<file path="src/rtl/note_game_pkg.sv">
// Shared types and constants for the note game judgement path.
package note_game_pkg;

    localparam int LANES           = 5;
    localparam int DEF_PERFECT_PTS = 20;
    localparam int DEF_GOOD_PTS    = 10;
    localparam int SCORE_W         = 16;
    localparam int COMBO_W         = 8;

    typedef enum logic {
        IDLE = 1'b0,
        PEND = 1'b1
    } lane_state_e;

    function automatic logic [3:0] popcount(input logic [LANES-1:0] v);
        logic [3:0] n;
        n = '0;
        for (int i = 0; i < LANES; i++) begin
            n = n + 4'(v[i]);
        end
        return n;
    endfunction

endpackage

</file>
<file path="src/rtl/note_judge_if.sv">
// Per-tick note/key rows in, judgement pulses and running totals out.
interface note_judge_if #(
    parameter int LANES = note_game_pkg::LANES
);
    // No valid/ready: every clk_slow tick carries exactly one note row and one
    // key row, and every result field is valid on every tick (pulses are one tick).
    logic                               game_en;
    logic [LANES-1:0]                   note_in;
    logic [LANES-1:0]                   key_in;
    logic [LANES-1:0]                   hit_perfect;
    logic [LANES-1:0]                   hit_good;
    logic [LANES-1:0]                   miss;
    logic [note_game_pkg::SCORE_W-1:0]  score;
    logic [note_game_pkg::COMBO_W-1:0]  combo;
    logic [note_game_pkg::COMBO_W-1:0]  max_combo;
    logic [LANES-1:0]                   dbg_pend;

    modport master (
        output game_en, note_in, key_in,
        input  hit_perfect, hit_good, miss, score, combo, max_combo, dbg_pend
    );

    modport slave (
        input  game_en, note_in, key_in,
        output hit_perfect, hit_good, miss, score, combo, max_combo, dbg_pend
    );

endinterface

</file>
<file path="src/rtl/note_lane_judge.sv">
// One lane's timing window: classifies each arriving note as perfect, good or miss.
module note_lane_judge import note_game_pkg::*; #(
    parameter int WINDOW = 2
) (
    input  logic        clk_slow,
    input  logic        rst,
    input  logic        game_en,
    input  logic        note,
    input  logic        key,
    output logic        perfect_d,
    output logic        good_d,
    output logic        miss_d,
    output logic        perfect,
    output logic        good,
    output logic        miss,
    output lane_state_e state
);

    lane_state_e state_d;
    logic [2:0]  age, age_d;

    // Next-state judgement is also exported so the top can score in the same edge.
    always_comb begin
        perfect_d = 1'b0;
        good_d    = 1'b0;
        miss_d    = 1'b0;
        state_d   = state;
        age_d     = age;
        if (!game_en) begin
            state_d = IDLE;
            age_d   = '0;
        end else begin
            case (state)
                IDLE: begin
                    if (note) begin
                        if (key) begin
                            perfect_d = 1'b1;
                        end else if (WINDOW == 1) begin
                            miss_d = 1'b1;
                        end else begin
                            state_d = PEND;
                            age_d   = 3'd1;
                        end
                    end
                end
                PEND: begin
                    if (key) begin
                        // Key belongs to the old note; a coincident note opens a new window.
                        good_d = 1'b1;
                        if (note) begin
                            age_d = 3'd1;
                        end else begin
                            state_d = IDLE;
                            age_d   = '0;
                        end
                    end else if (note) begin
                        miss_d = 1'b1;
                        age_d  = 3'd1;
                    end else if (age == 3'(WINDOW - 1)) begin
                        miss_d  = 1'b1;
                        state_d = IDLE;
                        age_d   = '0;
                    end else begin
                        age_d = age + 3'd1;
                    end
                end
                default: begin
                    state_d = IDLE;
                    age_d   = '0;
                end
            endcase
        end
    end

    always_ff @(posedge clk_slow) begin
        if (rst) begin
            state   <= IDLE;
            age     <= '0;
            perfect <= 1'b0;
            good    <= 1'b0;
            miss    <= 1'b0;
        end else begin
            state   <= state_d;
            age     <= age_d;
            perfect <= perfect_d;
            good    <= good_d;
            miss    <= miss_d;
        end
    end

endmodule

</file>
<file path="src/rtl/note_judge.sv">
// Hit-judgement stage: per-lane judges plus saturating score, combo and max combo.
module note_judge import note_game_pkg::*; #(
    parameter int WINDOW      = 2,
    parameter int PERFECT_PTS = DEF_PERFECT_PTS,
    parameter int GOOD_PTS    = DEF_GOOD_PTS
) (
    input  logic         clk_slow,
    input  logic         rst,
    note_judge_if.slave  bus
);

    logic [LANES-1:0]   perf_d, good_d, miss_d;
    logic [LANES-1:0]   perf_q, good_q, miss_q;
    logic [LANES-1:0]   pend;
    lane_state_e        lane_state [LANES];

    logic [SCORE_W-1:0] score_q, score_next;
    logic [COMBO_W-1:0] combo_q, combo_next, max_q;
    logic [18:0]        score_sum;
    logic [9:0]         combo_sum;

    for (genvar i = 0; i < LANES; i++) begin : g_lane
        note_lane_judge #(.WINDOW(WINDOW)) u_lane (
            .clk_slow  (clk_slow),
            .rst       (rst),
            .game_en   (bus.game_en),
            .note      (bus.note_in[i]),
            .key       (bus.key_in[i]),
            .perfect_d (perf_d[i]),
            .good_d    (good_d[i]),
            .miss_d    (miss_d[i]),
            .perfect   (perf_q[i]),
            .good      (good_q[i]),
            .miss      (miss_q[i]),
            .state     (lane_state[i])
        );
        assign pend[i] = (lane_state[i] == PEND);
    end

    // Points are never cancelled by misses; only the combo is.
    always_comb begin
        score_sum = 19'(score_q)
                  + 19'(PERFECT_PTS) * 19'(popcount(perf_d))
                  + 19'(GOOD_PTS) * 19'(popcount(good_d));
        combo_sum = 10'(combo_q) + 10'(popcount(perf_d | good_d));
        score_next = (score_sum > 19'h0FFFF) ? 16'hFFFF : score_sum[15:0];
        if (|miss_d) begin
            combo_next = '0;
        end else if (combo_sum > 10'd255) begin
            combo_next = 8'hFF;
        end else begin
            combo_next = combo_sum[7:0];
        end
    end

    always_ff @(posedge clk_slow) begin
        if (rst) begin
            score_q <= '0;
            combo_q <= '0;
            max_q   <= '0;
        end else begin
            score_q <= score_next;
            combo_q <= combo_next;
            max_q   <= (combo_next > max_q) ? combo_next : max_q;
        end
    end

    assign bus.hit_perfect = perf_q;
    assign bus.hit_good    = good_q;
    assign bus.miss        = miss_q;
    assign bus.score       = score_q;
    assign bus.combo       = combo_q;
    assign bus.max_combo   = max_q;
    assign bus.dbg_pend    = pend;

endmodule
</file>
<file path="src/flat_wrapper.sv">
// flat-port wrapper written by rule: the top's interface ports become plain ports
module note_judge_flat import note_game_pkg::*;
#(
    parameter int WINDOW      = 2,
    parameter int PERFECT_PTS = DEF_PERFECT_PTS,
    parameter int GOOD_PTS    = DEF_GOOD_PTS
)
  (clk_slow, rst, bus_game_en, bus_note_in, bus_key_in, bus_hit_perfect, bus_hit_good, bus_miss, bus_score, bus_combo, bus_max_combo, bus_dbg_pend);
  note_judge_if bus_i ();
  input  logic clk_slow;
  input  logic rst;
  input wire logic [$bits(bus_i.game_en)-1:0] bus_game_en;
  input wire logic [$bits(bus_i.note_in)-1:0] bus_note_in;
  input wire logic [$bits(bus_i.key_in)-1:0] bus_key_in;
  output wire logic [$bits(bus_i.hit_perfect)-1:0] bus_hit_perfect;
  output wire logic [$bits(bus_i.hit_good)-1:0] bus_hit_good;
  output wire logic [$bits(bus_i.miss)-1:0] bus_miss;
  output wire logic [$bits(bus_i.score)-1:0] bus_score;
  output wire logic [$bits(bus_i.combo)-1:0] bus_combo;
  output wire logic [$bits(bus_i.max_combo)-1:0] bus_max_combo;
  output wire logic [$bits(bus_i.dbg_pend)-1:0] bus_dbg_pend;
  assign bus_i.game_en = bus_game_en;
  assign bus_i.note_in = bus_note_in;
  assign bus_i.key_in = bus_key_in;
  assign bus_hit_perfect = bus_i.hit_perfect;
  assign bus_hit_good = bus_i.hit_good;
  assign bus_miss = bus_i.miss;
  assign bus_score = bus_i.score;
  assign bus_combo = bus_i.combo;
  assign bus_max_combo = bus_i.max_combo;
  assign bus_dbg_pend = bus_i.dbg_pend;
  note_judge #(.WINDOW(WINDOW), .PERFECT_PTS(PERFECT_PTS), .GOOD_PTS(GOOD_PTS)) u_core (.clk_slow(clk_slow), .rst(rst), .bus(bus_i));
endmodule
</file>
<file path="config.mk">
export PLATFORM = sky130hd
export DESIGN_NAME = note_judge_flat
export DESIGN_NICKNAME = d
export VERILOG_FILES = /design/src/rtl/note_game_pkg.sv /design/src/rtl/note_judge_if.sv /design/src/rtl/note_lane_judge.sv /design/src/rtl/note_judge.sv /design/src/flat_wrapper.sv
export SDC_FILE = /design/constraint.sdc
export NUM_CORES = 1
export LEC_CHECK = 0
export ABC_AREA = 1
export CAP_MARGIN = 20
export CORE_MARGIN = 4
export CORE_UTILIZATION = 50
export DETAILED_ROUTE_END_ITERATION = 8
export MAX_ROUTING_LAYER = met4
export PLACE_DENSITY = 0.77
export SLEW_MARGIN = 40
export SYNTH_ARGS = -nofsm -noshare
export SYNTH_HDL_FRONTEND = slang
export SYNTH_SLANG_ARGS = --single-unit
export TNS_END_PERCENT = 1
</file>
<file path="constraint.sdc">
create_clock -name clk_slow -period 5.61 [get_ports clk_slow]
set_clock_uncertainty 0.15 [all_clocks]
set_input_delay 0.8415 -clock clk_slow [delete_from_list [all_inputs] [get_ports clk_slow]]
set_output_delay 0.8415 -clock clk_slow [all_outputs]
set_load 0.01 [all_outputs]
</file>
[After elaboration in Yosys (flattened, before gate mapping)]
Cells that the tools add are included.
Cells by class
  $add $sub $neg: 20
  $mul: 2
  order comparisons: 3
  equal/unequal tests: 15
  mux-type cells: 128
  bitwise gates (word level): 7
  reductions and logical operators: 7
Operator list (count)
  2-to-1 mux 1 bit: 90
  2-to-1 mux 3 bit: 25
  adder 4 x 1 -> 4 bit: 9
  case mux 3 bit (2 select lines): 5
  != test 2 bit, second input constant: 10
  adder 19 x 8 -> 19 bit: 1
  > comparator 19 x 16 -> 1 bit, second input constant: 1
  adder 16 x 9 -> 17 bit: 1
  2-to-1 mux 16 bit: 1
  2-to-1 mux 8 bit: 2
  adder 3 x 1 -> 3 bit, second input constant: 5
  == test 3 x 1 -> 1 bit, second input constant: 5
  multiplier 3 x 4 -> 7 bit, first input constant: 2
  > comparator 10 x 8 -> 1 bit, second input constant: 1
  case mux 1 bit (2 select lines): 5
  AND reduction 2 bit: 5
  adder 8 x 4 -> 9 bit: 1
  > comparator 8 bit: 1
  adder 1 x 1 -> 2 bit: 3
  inverter 1 bit: 6
  OR 5 bit: 1
  OR reduction 5 bit: 1
  OR reduction 2 bit: 1
Word-level totals
  register bits: 67
  word-level logic and storage cells: 210

[Depth between registers and ports, before layout]
  depth in word-level cells: 14
  gate-level depth with buffers: 31
  mapped depth without buffers: 30

[Cells and area by module]
From an unflattened synthesis, not the netlist that was laid out.
Second synthesis, totals
  cells, all modules: 619
  area, all modules: 4251.6 sq um
Modules (own cells, without submodules)
  note_judge: instances 1, cells an instance 379, area an instance 2581.2 sq um, seq. area each 640.6 sq um
  note_lane_judge: instances 5, cells an instance 48, area an instance 334.1 sq um, seq. area each 140.1 sq um

[Least setup slack after synthesis]
OpenSTA, ideal clock, no wires.
  path kind: input -> register
  start: input bus_game_en
  end: register u_core.max_q[5] (netlist: u_core.bus.max_combo[5])
  library setup time: 0.070 ns
  arrival time: 5.384 ns
  path slack: 0.006 ns
  stages: 26
  cell sequence: buf_1 -> nand2_1 -> a21oi_1 -> ha_1 -> fa_1 -> ha_1 -> inv_1 -> fa_1 -> inv_1 -> fa_1 -> a21oi_1 -> nor2_1 -> nand3_1 -> nor2_1 -> inv_1 -> nor2_1 -> o21ai_0 -> inv_1 -> ha_1 -> nand2_1 -> o21ai_0 -> nand2_1 -> a21oi_1 -> clkbuf_1 -> o21ai_0 -> a21oi_1
On the way
  word-level cells in the longest chain between the ends: 11
  elaborated cells between the ends (all ways): 26
  those cells by class: add/sub (5); order compare (2); mux (17); bitwise (1); reduce/logical (1)
Ends and longest elaborated chain
  start: declaration: line flat_wrapper.sv:12  | input wire logic [$bits(bus_i.game_en)-1:0] bus_game_en;
  2-to-1 mux 1 bit: line note_lane_judge.sv:29  | if (!game_en) begin
  OR 5 bit: line note_judge.sv:45  | combo_sum = 10'(combo_q) + 10'(popcount(perf_d | good_d));
  adder 1 x 1 -> 2 bit: line note_game_pkg.sv:19  | n = n + 4'(v[i]);
  adder 4 x 1 -> 4 bit (3 in series): line note_game_pkg.sv:19
  adder 8 x 4 -> 9 bit: line note_judge.sv:45
  > comparator 10 x 8 -> 1 bit: line note_judge.sv:49  | end else if (combo_sum > 10'd255) begin
  2-to-1 mux 8 bit: line note_judge.sv:49
  2-to-1 mux 8 bit *: line note_judge.sv:47  | if (|miss_d) begin
  net u_core.combo_next[3]: line note_judge.sv:18  | logic [COMBO_W-1:0] combo_q, combo_next, max_q;
  > comparator 8 bit *: line note_judge.sv:64  | max_q <= (combo_next > max_q) ? combo_next : max_q;
  end signal: assignment: line note_judge.sv:64
  end: declaration: line note_judge.sv:18
The timed path passes the listed nets; every way through them passes the cells marked *.
A chain may end at the register's enable or synchronous reset.

[Worst setup path after layout]
  start: input bus_note_in[0]
  end: register u_core.max_q[1] (netlist: u_core.bus.max_combo[1])
On the way
  word-level cells in the longest chain between the ends: 13
  elaborated cells between the ends (all ways): 18
  those cells by class: add/sub (5); order compare (2); mux (9); bitwise (1); reduce/logical (1)
Ends and longest elaborated chain
  start: declaration: line flat_wrapper.sv:13  | input wire logic [$bits(bus_i.note_in)-1:0] bus_note_in;
  2-to-1 mux 1 bit: line note_lane_judge.sv:35  | if (note) begin
  2-to-1 mux 1 bit: line note_lane_judge.sv:33  | case (state)
  2-to-1 mux 1 bit: line note_lane_judge.sv:29
  OR 5 bit: line note_judge.sv:45
  adder 1 x 1 -> 2 bit: line note_game_pkg.sv:19
  adder 4 x 1 -> 4 bit (3 in series): line note_game_pkg.sv:19
  adder 8 x 4 -> 9 bit: line note_judge.sv:45
  > comparator 10 x 8 -> 1 bit: line note_judge.sv:49
  2-to-1 mux 8 bit: line note_judge.sv:49
  2-to-1 mux 8 bit *: line note_judge.sv:47
  net u_core.combo_next[7]: line note_judge.sv:18
  > comparator 8 bit *: line note_judge.sv:64
Marked as above.

==> metrics.md <==
| Metric | Value |
|---|---|
| Core area | `8680 um2` |
| Mapped Area | `4460 um2` |
| Setup violators final | `0` |
| Crit path kind | `input port to flop` |
| Combinational share of power | `0.364` |
| Post-route ant nets | `0` |
| CTS Hold Bufs | `0` |
| Total CTS buffers | `9` |
| Maximum clock path buffer count | `2` |
| Die height | `102 um` |
| Gr usage total | `0.226` |
| Starting Density | `0.514` |
| Top_reg_cell synth | `dfxtp_1` |
| Worst EP required | `~5.7 ns` |
| Clock power share | `0.272` |
| Period utilization | `0.962` |
| Leading area contributor after synthesis | `dfxtp_1` |
| Asr flop ratio synth | `0` |
| Port Buffers | `64` |
| Layout cells sized above 1 | `0.178` |
| Fillers | `~740` |
| WL met2 | `5530 um` |
| Met3 WL | `roughly 510 um` |
| DRC | `0` |
| Reg2Reg Capture Point | `u_core.bus.max_combo[1]$_SDFFE_PP0N_` |
| Number of distinct library cells after synthesis | `37` |
| IO Pins | `65` |
| Number of synthesized flops with an enable pin | `0` |
| DR top layer | `met4` |
| First-pass GRT wire length | `between 15000 and 20000 um` |
| Wirelength per Cell | `~13 um` |
| Final core area utilization | `0.663` |
| Dpl hpwl | `roughly 8800 um` |
| Net count after synthesis | `between 600 and 700` |
| CTS tree | `yes` |
| Pleak | `roughly 2.7 nW` |
| P&R area growth vs syn | `29.1%` |
| Post-route insts no fill | `840` |
| Max-cap viol count | `0` |
| CP Capture Type | `flop` |
| Skew-Pair Late Insertion Delay | `approximately 0.35 ns` |
| Number of global-route vias before repair | `4169` |
| R2R Setup Slk | `0.70 ns` |
| #FFs+latches synth | `67` |
| Ant diodes | `0` |
| Vias | `4334` |
| Die ar. | `approximately 10000 um2` |
| R2R Path Start | `u_core.g_lane[0].u_lane.state$_SDFF_PP0_` |
| Fmax | `approximately 0.19 GHz` |
| Slew Viols, Final | `0` |
| FP Rows | `34` |
| Flip-flop and latch area | `about 1300 um2` |
| Via density | `roughly 5.2` |
| Internal power | `around 0.001 W` |
| Yosys warns | `0` |
| Area of the multi-input gates | `between 2000 and 3000 um2` |
| Post-synth top cells | `nand2_1, inv_1, dfxtp_1` |
| Gpl congestion | `~0.95` |
| Pwr dens | `260 nW/um2` |
| Routed WL | `about 11000 um` |
| Area share of the largest cell type after synthesis | `0.301` |
| WL met1 | `about 5000 um` |
| Antenna violations before repair | `0` |
| Overflow after GRT | `0` |
| CTS Sinks | `between 60 and 70` |
| Sw Ratio | `0.333` |
| CP startpoint | `bus_note_in[0]` |
| Synth top area cells | `dfxtp_1, ha_1, nand2_1, inv_1, nor2_1` |
| Seq pwr share | `0.364` |
| Detailed-router iteration count before antenna repair | `5` |
| Worst vdd ir | `about 0.21 mV` |
| Clk root buf | `clkbuf_8` |
| CP endpoint | `u_core.bus.max_combo[1]$_SDFFE_PP0N_` |
| Largest net degree at the start of global routing | `29` |
| Mapped Avg Cell Area | `just over 7 um2` |
| Worst reg2reg path depth | `25` |
| Startpoint types | `input port` |
| CTS clk-pin slew, worst paths | `~0.070 ns` |
| Cell count after synthesis | `roughly 630` |
| Max-Slew Margin vs Limit | `0.512` |
| Sw Pwr | `0.000498 W` |
| Crit Path Max Fanout | `12` |
| Starting DRT DRC Count | `181` |
| Post-Place Cells | `a little over 800` |
| Most common cell in the netlist | `nand2_1` |
| Tightest Hold Check Type | `flop to flop` |
| H-tree depth | `3` |
| Final hold vios | `0` |
| Register area share after synthesis | `0.301` |
| CP arrival | `around 5.5 ns` |
| Total Nets Final | `around 790` |
| Status | `complete, no violations` |
| Chip width | `a little over 100 um` |
| Slew of the pin with the lowest slew margin | `approximately 0.73 ns` |
| Post-layout minimum cycle time | `about 5.4 ns` |
-- how the worst min path moves through the flow --
stage	to	slack, ns	from	cells past startpoint
2_1_floorplan	u_core.g_lane[2].u_lane.age[2]$_SDFFE_PP0P_	0.29	u_core.g_lane[2].u_lane.age[2]$_SDFFE_PP0P_	1
3_3_place_gp	u_core.g_lane[2].u_lane.age[2]$_SDFFE_PP0P_	0.30	u_core.g_lane[2].u_lane.age[2]$_SDFFE_PP0P_	1
3_5_place_dp	u_core.g_lane[2].u_lane.age[2]$_SDFFE_PP0P_	0.30	u_core.g_lane[2].u_lane.age[2]$_SDFFE_PP0P_	1
4_1_cts	u_core.g_lane[2].u_lane.age[2]$_SDFFE_PP0P_	0.32	u_core.g_lane[2].u_lane.age[2]$_SDFFE_PP0P_	1
5_1_grt	u_core.g_lane[2].u_lane.age[2]$_SDFFE_PP0P_	0.37	u_core.g_lane[2].u_lane.age[2]$_SDFFE_PP0P_	1
6_report	u_core.g_lane[2].u_lane.age[2]$_SDFFE_PP0P_	0.32	u_core.g_lane[2].u_lane.age[2]$_SDFFE_PP0P_	1
-- layout by cell type (no fill, tap or decap), drive strengths merged, types with 20 or more instances in the layout --
master           n
ha              36
a21oi           41
nor2            64
buf             54
inv            113
dfxtp           67
nand3           38
clkdlybuf4s50   62
nand2          125
nor3            20
o21ai           27
-- logic make-up (layout without fill, tap and decap cells) --
logic type / after synthesis / after routing / synth area share
simple gates: 269 / 270 / 0.275
buf+inv: 143 / 248 / 0.140
compound gates: 85 / 85 / 0.109
flops: 67 / 67 / 0.301
fa+ha+maj: 45 / 45 / 0.141
xor+xnor: 17 / 17 / 0.0334
-- state kept, by name (all words and copies together) (netlist names) --
name,count
u_core.bus.max_combo,8
u_core.bus.score,16
u_core.g_lane.u_lane.state,5
u_core.g_lane.u_lane.perfect,5
u_core.g_lane.u_lane.miss,5
u_core.g_lane.u_lane.good,5
u_core.bus.combo,8
u_core.g_lane.u_lane.age,15
-- metrics by stage --
step           area, um2  setup TNS (ns)  power [W]  setup slack [ns]  hold slack, ns
2_1_floorplan       4460               0   0.000830           0.00567           0.291
5_1_grt             5750         -0.0135    0.00159          -0.00964           0.365
3_3_place_gp        5430           -2.12    0.00105            -0.234           0.301
3_5_place_dp        5430           -5.39    0.00107            -0.426           0.305
4_1_cts             5630               0    0.00148            0.0363           0.321
6_report            5750               0    0.00149             0.215           0.317
-- worst max-delay path: stages --
cell and delay, ns:
clkdlybuf4s50_1 0.50, inv_1 0.08, a21oi_1 0.15, ha_1 0.26, fa_1 0.54, ha_1 0.15
inv_1 0.05, fa_1 0.50, inv_1 0.06, buf_4 0.13, ha_1 0.27, nand3_1 0.06
and2_1 0.19, nor2_2 0.15, nand3_2 0.10, nand2_1 0.08, nand2_1 0.06, nor2_2 0.18
ha_1 0.28, nand2_2 0.11, nor2_1 0.06, a211oi_2 0.22, a21oi_2 0.10, buf_6 0.15
o21ai_0 0.16, a21oi_1 0.05
-- per-layer routing --
metal,vias up,GRT usage
li1,2201,-
met1,2013,0.279
met2,105,0.374
met3,15,0.0403
met4,0,0.0757
met5,-,-
-- cell type report --
cell class                      count  share of cell area
Timing Repair Buffer              118               0.183
Clock inverter                      4             0.00870
Multi-Input combinational cell    417               0.450
Tap cell                          108              0.0235
Inverter                          114              0.0761
Clock buffer                       12              0.0252
Sequential cell                    67               0.233
-- what timing repair did --
item | in CTS | in global routing
cloned | 0 | 1
endpoints found under the setup margin | 8 | 24
hold endpoints to repair | 0 | 0
resized for setup | 5 | 32
pin swaps | 0 | 9
setup buffers | 0 | 3
-- power groups by stage --
stage,combinational [W],clock (W),sequential [W]
detailed placement,0.000513,0,0.000555
global route,0.000604,0.000437,0.000550
floorplan,0.000268,0,0.000561
finish,0.000544,0.000407,0.000544
global placement,0.000495,0,0.000554
CTS,0.000517,0.000415,0.000544
(Power assumes the default switching activity.)
